File: src/rtl/mul_issue_pkg.sv
`default_nettype none
// +----------------------------------------------------------------------------+
// | Module  : mul_issue_pkg                                                    |
// | Purpose : Shared types for the multiply issue stage: the M-extension       |
// |           multiply opcode and its mapping onto multiplier signed modes.    |
// | Rev     : 1.0  initial release                                             |
// +----------------------------------------------------------------------------+
package mul_issue_pkg;

  typedef enum logic [1:0] {
    MUL    = 2'b00,
    MULH   = 2'b01,
    MULHSU = 2'b10,
    MULHU  = 2'b11
  } mul_op_e;

  // Bit 0: rs1 treated as signed, bit 1: rs2 treated as signed.
  // MUL only needs the low word, which is identical for any signedness, so
  // it shares the signed/signed mode with MULH.
  function automatic logic [1:0] signed_mode(input mul_op_e op);
    case (op)
      MUL, MULH: signed_mode = 2'b11;
      MULHSU:    signed_mode = 2'b01;
      default:   signed_mode = 2'b00;
    endcase
  endfunction

endpackage
`default_nettype wire

File: src/rtl/mul_issue.sv
`default_nettype none
// +----------------------------------------------------------------------------+
// | Module  : mul_issue                                                        |
// | Purpose : Issue/sequencing stage in front of the iterative multiplier.     |
// |           Decodes the multiply op, selects the multiplier mode, steps it   |
// |           to completion, short-cuts narrow MULs and identical repeats.     |
// | Ports   : clk, reset (async, active high)                                  |
// |           en_i/kill_i/op_i/first_operand_i/second_operand_i : request      |
// |           hold_o/result_valid_o/result_o                   : to pipeline   |
// |           mul_*_o                                          : to multiplier |
// |           mul_hold_i/mul_result_i                        : from multiplier |
// | Rev     : 1.0  initial release                                             |
// +----------------------------------------------------------------------------+
module mul_issue
  import mul_issue_pkg::*;
#(
  parameter bit NARROW_EN = 1'b1,
  parameter bit CACHE_EN  = 1'b1
) (
  input  logic        clk,
  input  logic        reset,
  input  logic        en_i,
  input  logic        kill_i,
  input  logic [1:0]  op_i,
  input  logic [31:0] first_operand_i,
  input  logic [31:0] second_operand_i,
  output logic        hold_o,
  output logic        result_valid_o,
  output logic [31:0] result_o,
  output logic [31:0] mul_first_operand_o,
  output logic [31:0] mul_second_operand_o,
  output logic [1:0]  mul_signed_mode_o,
  output logic        mul_enable_o,
  output logic        mul_low_o,
  output logic        mul_single_cycle_o,
  input  logic        mul_hold_i,
  input  logic [31:0] mul_result_i
);

  typedef enum logic [1:0] {
    IDLE  = 2'd0,
    BUSY  = 2'd1,
    DRAIN = 2'd2
  } issue_state_e;

  issue_state_e r_state;
  mul_op_e      r_op;
  logic [31:0]  r_a;
  logic [31:0]  r_b;

  logic         r_cache_valid;
  mul_op_e      r_cache_op;
  logic [31:0]  r_cache_a;
  logic [31:0]  r_cache_b;
  logic [31:0]  r_cache_data;

  issue_state_e w_next_state;
  mul_op_e      w_op;
  mul_op_e      w_cur_op;
  logic [31:0]  w_cur_a;
  logic [31:0]  w_cur_b;
  logic         w_accept;
  logic         w_hit;
  logic         w_narrow;
  logic         w_latch;
  logic         w_cache_wr;

  assign w_op = mul_op_e'(op_i);

  // In IDLE the multiplier sees the live request; once launched it only ever
  // sees the latched copy so the pipeline may change its inputs freely.
  assign w_cur_op = (r_state == IDLE) ? w_op             : r_op;
  assign w_cur_a  = (r_state == IDLE) ? first_operand_i  : r_a;
  assign w_cur_b  = (r_state == IDLE) ? second_operand_i : r_b;

  // Gating with reset keeps the narrow path from reporting a result while
  // reset is asserted.
  assign w_accept = (r_state == IDLE) && en_i && !kill_i && !reset;

  assign w_hit = CACHE_EN && r_cache_valid && (r_cache_op == w_op) &&
                 (r_cache_a == first_operand_i) && (r_cache_b == second_operand_i);

  // Upper 17 bits all equal: the operand is a sign-extended 16-bit value.
  assign w_narrow = NARROW_EN && (w_op == MUL) &&
                    ((&first_operand_i[31:15])  || !(|first_operand_i[31:15])) &&
                    ((&second_operand_i[31:15]) || !(|second_operand_i[31:15]));

  always_comb begin
    w_next_state         = r_state;
    w_latch              = 1'b0;
    w_cache_wr           = 1'b0;
    hold_o               = 1'b0;
    result_valid_o       = 1'b0;
    result_o             = 32'd0;
    mul_first_operand_o  = 32'd0;
    mul_second_operand_o = 32'd0;
    mul_signed_mode_o    = 2'b00;
    mul_enable_o         = 1'b0;
    mul_low_o            = 1'b0;
    mul_single_cycle_o   = 1'b0;

    case (r_state)
      IDLE: begin
        if (w_accept) begin
          if (w_hit) begin
            result_valid_o = 1'b1;
            result_o       = r_cache_data;
          end else begin
            mul_first_operand_o  = w_cur_a;
            mul_second_operand_o = w_cur_b;
            mul_signed_mode_o    = signed_mode(w_cur_op);
            mul_low_o            = (w_cur_op == MUL);
            if (w_narrow) begin
              mul_single_cycle_o = 1'b1;
              result_valid_o     = 1'b1;
              result_o           = mul_result_i;
              w_cache_wr         = 1'b1;
            end else begin
              mul_enable_o = 1'b1;
              hold_o       = 1'b1;
              w_latch      = 1'b1;
              w_next_state = BUSY;
            end
          end
        end
      end

      BUSY, DRAIN: begin
        // The multiplier must be stepped to completion even after a flush so
        // that it returns to its first phase before the next launch.
        mul_enable_o         = 1'b1;
        mul_first_operand_o  = w_cur_a;
        mul_second_operand_o = w_cur_b;
        mul_signed_mode_o    = signed_mode(w_cur_op);
        mul_low_o            = (w_cur_op == MUL);
        if (r_state == DRAIN) begin
          if (!mul_hold_i) w_next_state = IDLE;
        end else if (kill_i) begin
          w_next_state = mul_hold_i ? DRAIN : IDLE;
        end else begin
          hold_o = mul_hold_i;
          if (!mul_hold_i) begin
            result_valid_o = 1'b1;
            result_o       = mul_result_i;
            w_cache_wr     = 1'b1;
            w_next_state   = IDLE;
          end
        end
      end

      default: w_next_state = IDLE;
    endcase
  end

  always_ff @(posedge clk or posedge reset) begin
    if (reset) begin
      r_state       <= IDLE;
      r_op          <= MUL;
      r_a           <= 32'd0;
      r_b           <= 32'd0;
      r_cache_valid <= 1'b0;
      r_cache_op    <= MUL;
      r_cache_a     <= 32'd0;
      r_cache_b     <= 32'd0;
      r_cache_data  <= 32'd0;
    end else begin
      r_state <= w_next_state;
      if (w_latch) begin
        r_op <= w_op;
        r_a  <= first_operand_i;
        r_b  <= second_operand_i;
      end
      if (CACHE_EN && w_cache_wr) begin
        r_cache_valid <= 1'b1;
        r_cache_op    <= w_cur_op;
        r_cache_a     <= w_cur_a;
        r_cache_b     <= w_cur_b;
        r_cache_data  <= mul_result_i;
      end
    end
  end

endmodule
`default_nettype wire

File: config.mk
export PLATFORM = sky130hd
export DESIGN_NAME = mul_issue
export DESIGN_NICKNAME = d
export VERILOG_FILES = /design/src/rtl/mul_issue_pkg.sv /design/src/rtl/mul_issue.sv
export SDC_FILE = /design/constraint.sdc
export NUM_CORES = 1
export LEC_CHECK = 0
export BUFFER_PORTS_ARGS = -buffer_cell sky130_fd_sc_hd__clkbuf_2
export CAP_MARGIN = 40
export CORE_UTILIZATION = 45
export DETAILED_ROUTE_END_ITERATION = 10
export PLACE_DENSITY = 0.71
export SLEW_MARGIN = 20
export SYNTH_ARGS = -nofsm -noshare
export SYNTH_HDL_FRONTEND = slang
export SYNTH_SLANG_ARGS = --single-unit
File: constraint.sdc
create_clock -name clk -period 5.3 [get_ports clk]
set_input_delay 1.06 -clock clk [delete_from_list [all_inputs] [get_ports clk]]
set_output_delay 1.06 -clock clk [all_outputs]
set_load 0.05 [all_outputs]
==> results of run 1 <==
## where the power goes
group	leakage [nW]	switching, mW	total [mW]	internal (mW)
sequential	1.99	0.366	2.29	1.92
clock	0.301	0.535	1.29	0.758
combinational	2.91	2.39	3.67	1.27
## worst max-delay path by stage
stage,from,to,depth (start not counted)
floorplan,first_operand_i[21],result_o[19],8
global placement,op_i[0],result_o[0],9
detailed placement,op_i[0],result_o[9],9
CTS,op_i[0],result_o[9],9
global route,op_i[0],result_o[5],9
finish,op_i[0],result_o[9],9
## cell usage after synthesis, drive strengths merged
cell type	instances
o2111a	1
a31o	1
xnor2	23
o21ai	2
nor2b	1
buf	31
nor2	58
o41a	1
nand4	24
nand3	9
a21o	1
nand2	17
or4	3
nor3b	2
o41ai	1
mux2i	33
dfrtp	167
a31oi	1
clkbuf	16
nand2b	75
nand3b	1
xor2	30
inv	24
and4	1
or2	3
a21oi	5
o2111ai	4
and3	1
mux2	198
nor3	29
nor4	23
ha	3
a22o	33
nor4b	2
## metrics by stage
stage	hold WS (ps)	area (um2)	cells	total power [mW]	setup slack, ps
2_1_floorplan	456	9320	824	5.02	912
3_3_place_gp	469	10600	1265	5.89	394
3_5_place_dp	476	10600	1265	5.98	371
4_1_cts	491	11200	1297	7.29	366
5_1_grt	499	11300	1298	7.67	232
6_report	488	11300	1298	7.25	382
## cells by family (layout without fill, tap and decap cells)
family	count (synthesis)	in the layout	share of synthesized area [%]
AND/OR/NAND/NOR	249	249	14.4
multiplexers	231	231	27.5
flip-flops	167	167	44.9
buffers and inverters	71	275	3.42
XOR/XNOR	53	53	4.98
AO/OA/AOI/OAI	50	50	4.51
adder cells (fa/ha/maj)	3	3	0.403
## routing by layer
metal	wire (um)	up-vias	global-route usage (%)	share of wire, %
met2	11100	241	36.1	45
met3	1800	34	6.96	7.3
met5	0	-	0	0
met4	543	0	7.42	2.2
met1	11000	3474	32.9	45
li1	-	3321	-	-
## sequential cells by signal, indices dropped and copies added, names as in the netlist
register       cells
r_cache_op         2
r_state            2
r_op               2
r_cache_a         32
r_cache_b         32
r_b               32
r_a               32
r_cache_data      32
r_cache_valid      1
## layout make-up
type	instances	area [um2]
clock buffers	18	439
clock inverters	14	170
fillers	1791	8970
inverters	24	93.8
multi-input cells	586	4870
flip-flops and latches	167	4180
well taps	270	338
repair buffers	219	1170
==> impl_metrics.yaml, run 1 <==
status:
  status: "complete, no violations"
global_route:
  grt_pass1_wl_um: 39100
  overflow: 0
  grt_max_degree: 89
  antenna_found_initial: 0
  grtUsageTotal_pct: 23.9
  grt_pass1_vias: 7010
detailed_routing:
  ant_nets: 0
  drt_first_pass_iters: 5
  wl_per_cell_um: 18.9
  vias: 7070
  routed_wl_um: 24500
  viasPerCell: 5.45
  drt_iter0_drc: 309
  drcViolationCount: 0
placed_design:
  io_buffers: 205
  dp_hpwl_um: 17900
  gp_congestion: 0.959
floorplanning:
  die-area_mm2: 0.0213
  num_rows: 52
  die_x_um: 146
  start_util_pct: 46.0
  core_mm2: 0.0202
  io_pins: 206
  chipHeight_um: 146
sta:
  worst_slew_pin_slew_ps: 792
  slew_headroom_pct: 47.2
  hold_viol_final: 0
  fmax_mhz: 203
  fin_crit_ps: 4920
  fin_setup_tns_ps: 0
  rsz0062_at_grt: "false"
  period_share_pct: 92.8
  setup_viol: 0
  maxSlewViolCount: 0
  clock_skew_ps: 10.1
finish:
  drive_gt1_share_pct: 30.2
  mostFrequentLayoutCells: "clkbuf_2 (205), dfrtp_1 (167), mux2_1 (148)"
  antenna_cells: 0
  nets: 1121
  area_delta_synth_final_pct: 20.9
  final_core_util_pct: 55.7
  final_common_cell: "clkbuf_2"
setup_path:
  crit_path_end_kind: "primary output"
  r2r-start: "r_cache_b[29]"
  worstSetupPathType: "input port to primary output"
  r2r_setup_slack_ps: 1740
  crit_chain: "clkbuf_2 -> nor2_1 -> nand4_1 -> or4_1 -> a22o_1 -> o41ai_4 -> buf_4 -> a22o_1 -> clkbuf_2"
  cp.required_ps: 4240
  arrival_ps: 3860
  reg2regPathDepth: 8
  r2r-end: "r_a[14]"
  crit_buf_inv: 3
  crit_fanout: 28
  critical_path.top_delay_family: "compound AO/OA/AOI/OAI gates"
  worst_path_max_delay_cell: "or4_1"
  cp-start-kind: "input port"
  cpPeakStageDelay_ps: 510
synth:
  synth_top_area_share_pct: 44.9
  ys_seq_area_share_pct: 44.9
  synth_nets: 930
  yosys_warnings: 0
  syn_avg_cell_area_um2: 11.3
  synthCells: 824
  synth_top_area_cell: "dfrtp_1"
  synth.distinct_cells: 38
  synth_area_mm2: 0.00932
  synth_area_leaders: "dfrtp_1 (45%), mux2_1 (18%), mux2_2 (6.0%)"
  synth.ff_latch_count: 167
worst_hold_path:
  hold_class: "register to register"
  hold_path.startpoint: "r_cache_data[30]"
  hold_depth: 1
  hold-path-endpoint: "r_cache_data[30]"
clocking:
  clkLatencyLatePin_ps: 430
  cts_tree: "yes"
  clkTransAtPathRegs_ps: 60
  cts_buffers: 17
  postCtsHoldBufs: 0
  cts_resized: 0
  cts.sinks: 167
  clock_path_buffers: 2
  htree_levels: 4
  post_cts_buffers: 0
  root_buffer: "clkbuf_16"
power_and_ir_drop:
  p_leak_nw: 5.20
  power_density_mw_per_mm2: 643
  ir_drop_uv: 384
run:
  cap_viol_max_count: 0
Power figures use the tool's default switching activity.
==> run 2, diff against run 1 <==
- clock period: 5.3 -> 4.43 ns (I/O delays scaled with it)
==> impl_metrics.yaml, run 2 (synthesized netlist as in run 1, its figures left out) <==
sta:
  fmax_mhz: 233
  hold_viol_final: 0
  setup_viol: 0
  fin_crit_ps: 4300
  clock_skew_ps: 9.60
  maxSlewViolCount: 0
  worst_slew_pin_slew_ps: 716
  fin_setup_tns_ps: 0
  slew_headroom_pct: 52.2
  rsz0062_at_grt: "false"
  period_share_pct: 97.0
setup_path:
  cpPeakStageDelay_ps: 610
  worst_path_max_delay_cell: "or4_1"
  crit_fanout: 24
  r2r-start: "r_cache_a[17]"
  setup.worst_path.end: "mul_first_operand_o[19]"
  r2r-end: "r_b[25]"
  crit_chain: "clkbuf_2 -> xnor2_1 -> nand2_1 -> nor4b_1 -> nand2_1 -> or4_1 -> a21oi_4 -> buf_12 -> nor3_1 -> clkbuf_2"
  cp.required_ps: 3540
  reg2regPathDepth: 11
  worstSetupPathType: "input port to primary output"
  cp.depth: 10
  crit_path_end_kind: "primary output"
  setup.worst_path.start: "first_operand_i[31]"
  critical_path.top_delay_family: "simple AND/OR/NAND/NOR gates"
  r2r_setup_slack_ps: 1070
  crit_buf_inv: 3
  cp-start-kind: "input port"
  arrival_ps: 3410
placed_design:
  gp_congestion: 0.939
  io_buffers: 205
  dp_hpwl_um: 18000
power_and_ir_drop:
  p_sw_share_pct: 45.4
  power_density_mw_per_mm2: 765
  p_leak_nw: 5.31
  p_switching_mw: 3.99
  ir_drop_uv: 442
  p_total_mw: 8.78
  p_clk_share_pct: 18.0
  power.share.sequential_pct: 31.2
  p_int_mw: 4.80
  combPwrFrac_pct: 50.8
detailed_routing:
  viasPerCell: 5.43
  drcViolationCount: 0
  wl_per_cell_um: 18.8
  drt_iter0_drc: 283
  routed_wl_um: 24700
  drt_first_pass_iters: 5
  ant_nets: 0
  vias: 7128
finish:
  final_common_cell: "clkbuf_2"
  area_delta_synth_final_pct: 23.2
  drive_gt1_share_pct: 31.2
  antenna_cells: 0
  fillers: 1763
  nets: 1135
  mostFrequentLayoutCells: "clkbuf_2 (179), dfrtp_1 (167), mux2_1 (148)"
clocking:
  clkLatencyLatePin_ps: 430
  cts.sinks: 167
  clkTransAtPathRegs_ps: 60
  root_buffer: "clkbuf_16"
  htree_levels: 4
  cts_tree: "yes"
  cts_buffers: 17
  clock_path_buffers: 2
  postCtsHoldBufs: 0
floorplanning:
  core_mm2: 0.0202
  num_rows: 52
  die_x_um: 146
  die-area_mm2: 0.0213
  chipHeight_um: 146
  start_util_pct: 46.0
  io_pins: 206
worst_hold_path:
  hold_path.startpoint: "r_a[4]"
  hold_class: "register to register"
global_route:
  grt_max_degree: 127
  grt_pass1_vias: 7249
  overflow: 0
  grt_pass1_wl_um: 39700
  antenna_found_initial: 0
  grtUsageTotal_pct: 24.0
status:
  status: "complete, no violations"
run:
  cap_viol_max_count: 0
-- run 2: cell types whose count changed in the layout (fill, tap and decap cells not counted), sizes merged --
cell    before  now
buf         14   49
clkbuf     223  202
clkinv       6    3
inv         27   30
-- run 2: final cells by class --
cell class	count	area (um2)	area share, %
tap	270	338	2.94
timing repair buffer	233	1360	11.9
sequential	167	4180	36.4
clock buffer	18	439	3.83
multi-input combinational	586	4880	42.5
clock inverter	14	183	1.59
inverter	24	93.8	0.818
-- run 2: metal layers --
layer | vias to the layer above | share of wire [%] | global-route usage, %
met5 | - | 0 | 0
met1 | 3523 | 47 | 32.8
li1 | 3344 | - | -
met2 | 236 | 45 | 37.4
met3 | 25 | 6.4 | 6.36
met4 | 0 | 1.7 | 6.95
-- run 2: worst min path at each step --
stage                  endpoint  slack, ps  cells after the start
6_report                 r_a[4]        490                      1
5_1_grt                 r_a[18]        500                      1
4_1_cts        r_cache_data[14]        490                      1
3_5_place_dp   r_cache_data[14]        480                      1
3_3_place_gp             r_b[1]        470                      1
2_1_floorplan     r_cache_valid        460                      1
-- run 2: power groups by stage --
stage	registers, mW	logic (mW)	clock network [mW]
final	2.74	4.46	1.58
after global routing	2.84	4.78	1.67
after CTS	2.74	4.48	1.62
after detailed placement	2.76	4.46	0
after global placement	2.72	4.40	0
after floorplan	2.63	3.37	0
-- run 2: timing repair --
| action | CTS | global route |
|---|---|---|
| setup buffers | 0 | 1 |
| endpoints found under the setup margin | 0 | 34 |
| gates resized for setup | 0 | 31 |
-- run 2: per-stage QoR --
step,hold WS [ps],setup slack (ps),util (%),cells,cell area [um2]
2_1_floorplan,456,390,-,824,9320
3_3_place_gp,469,126,53.3,1277,10800
3_5_place_dp,476,97.5,53.4,1278,10800
4_1_cts,492,88.8,56.5,1310,11400
5_1_grt,500,0.0555,56.7,1312,11500
6_report,488,131,56.7,1312,11500
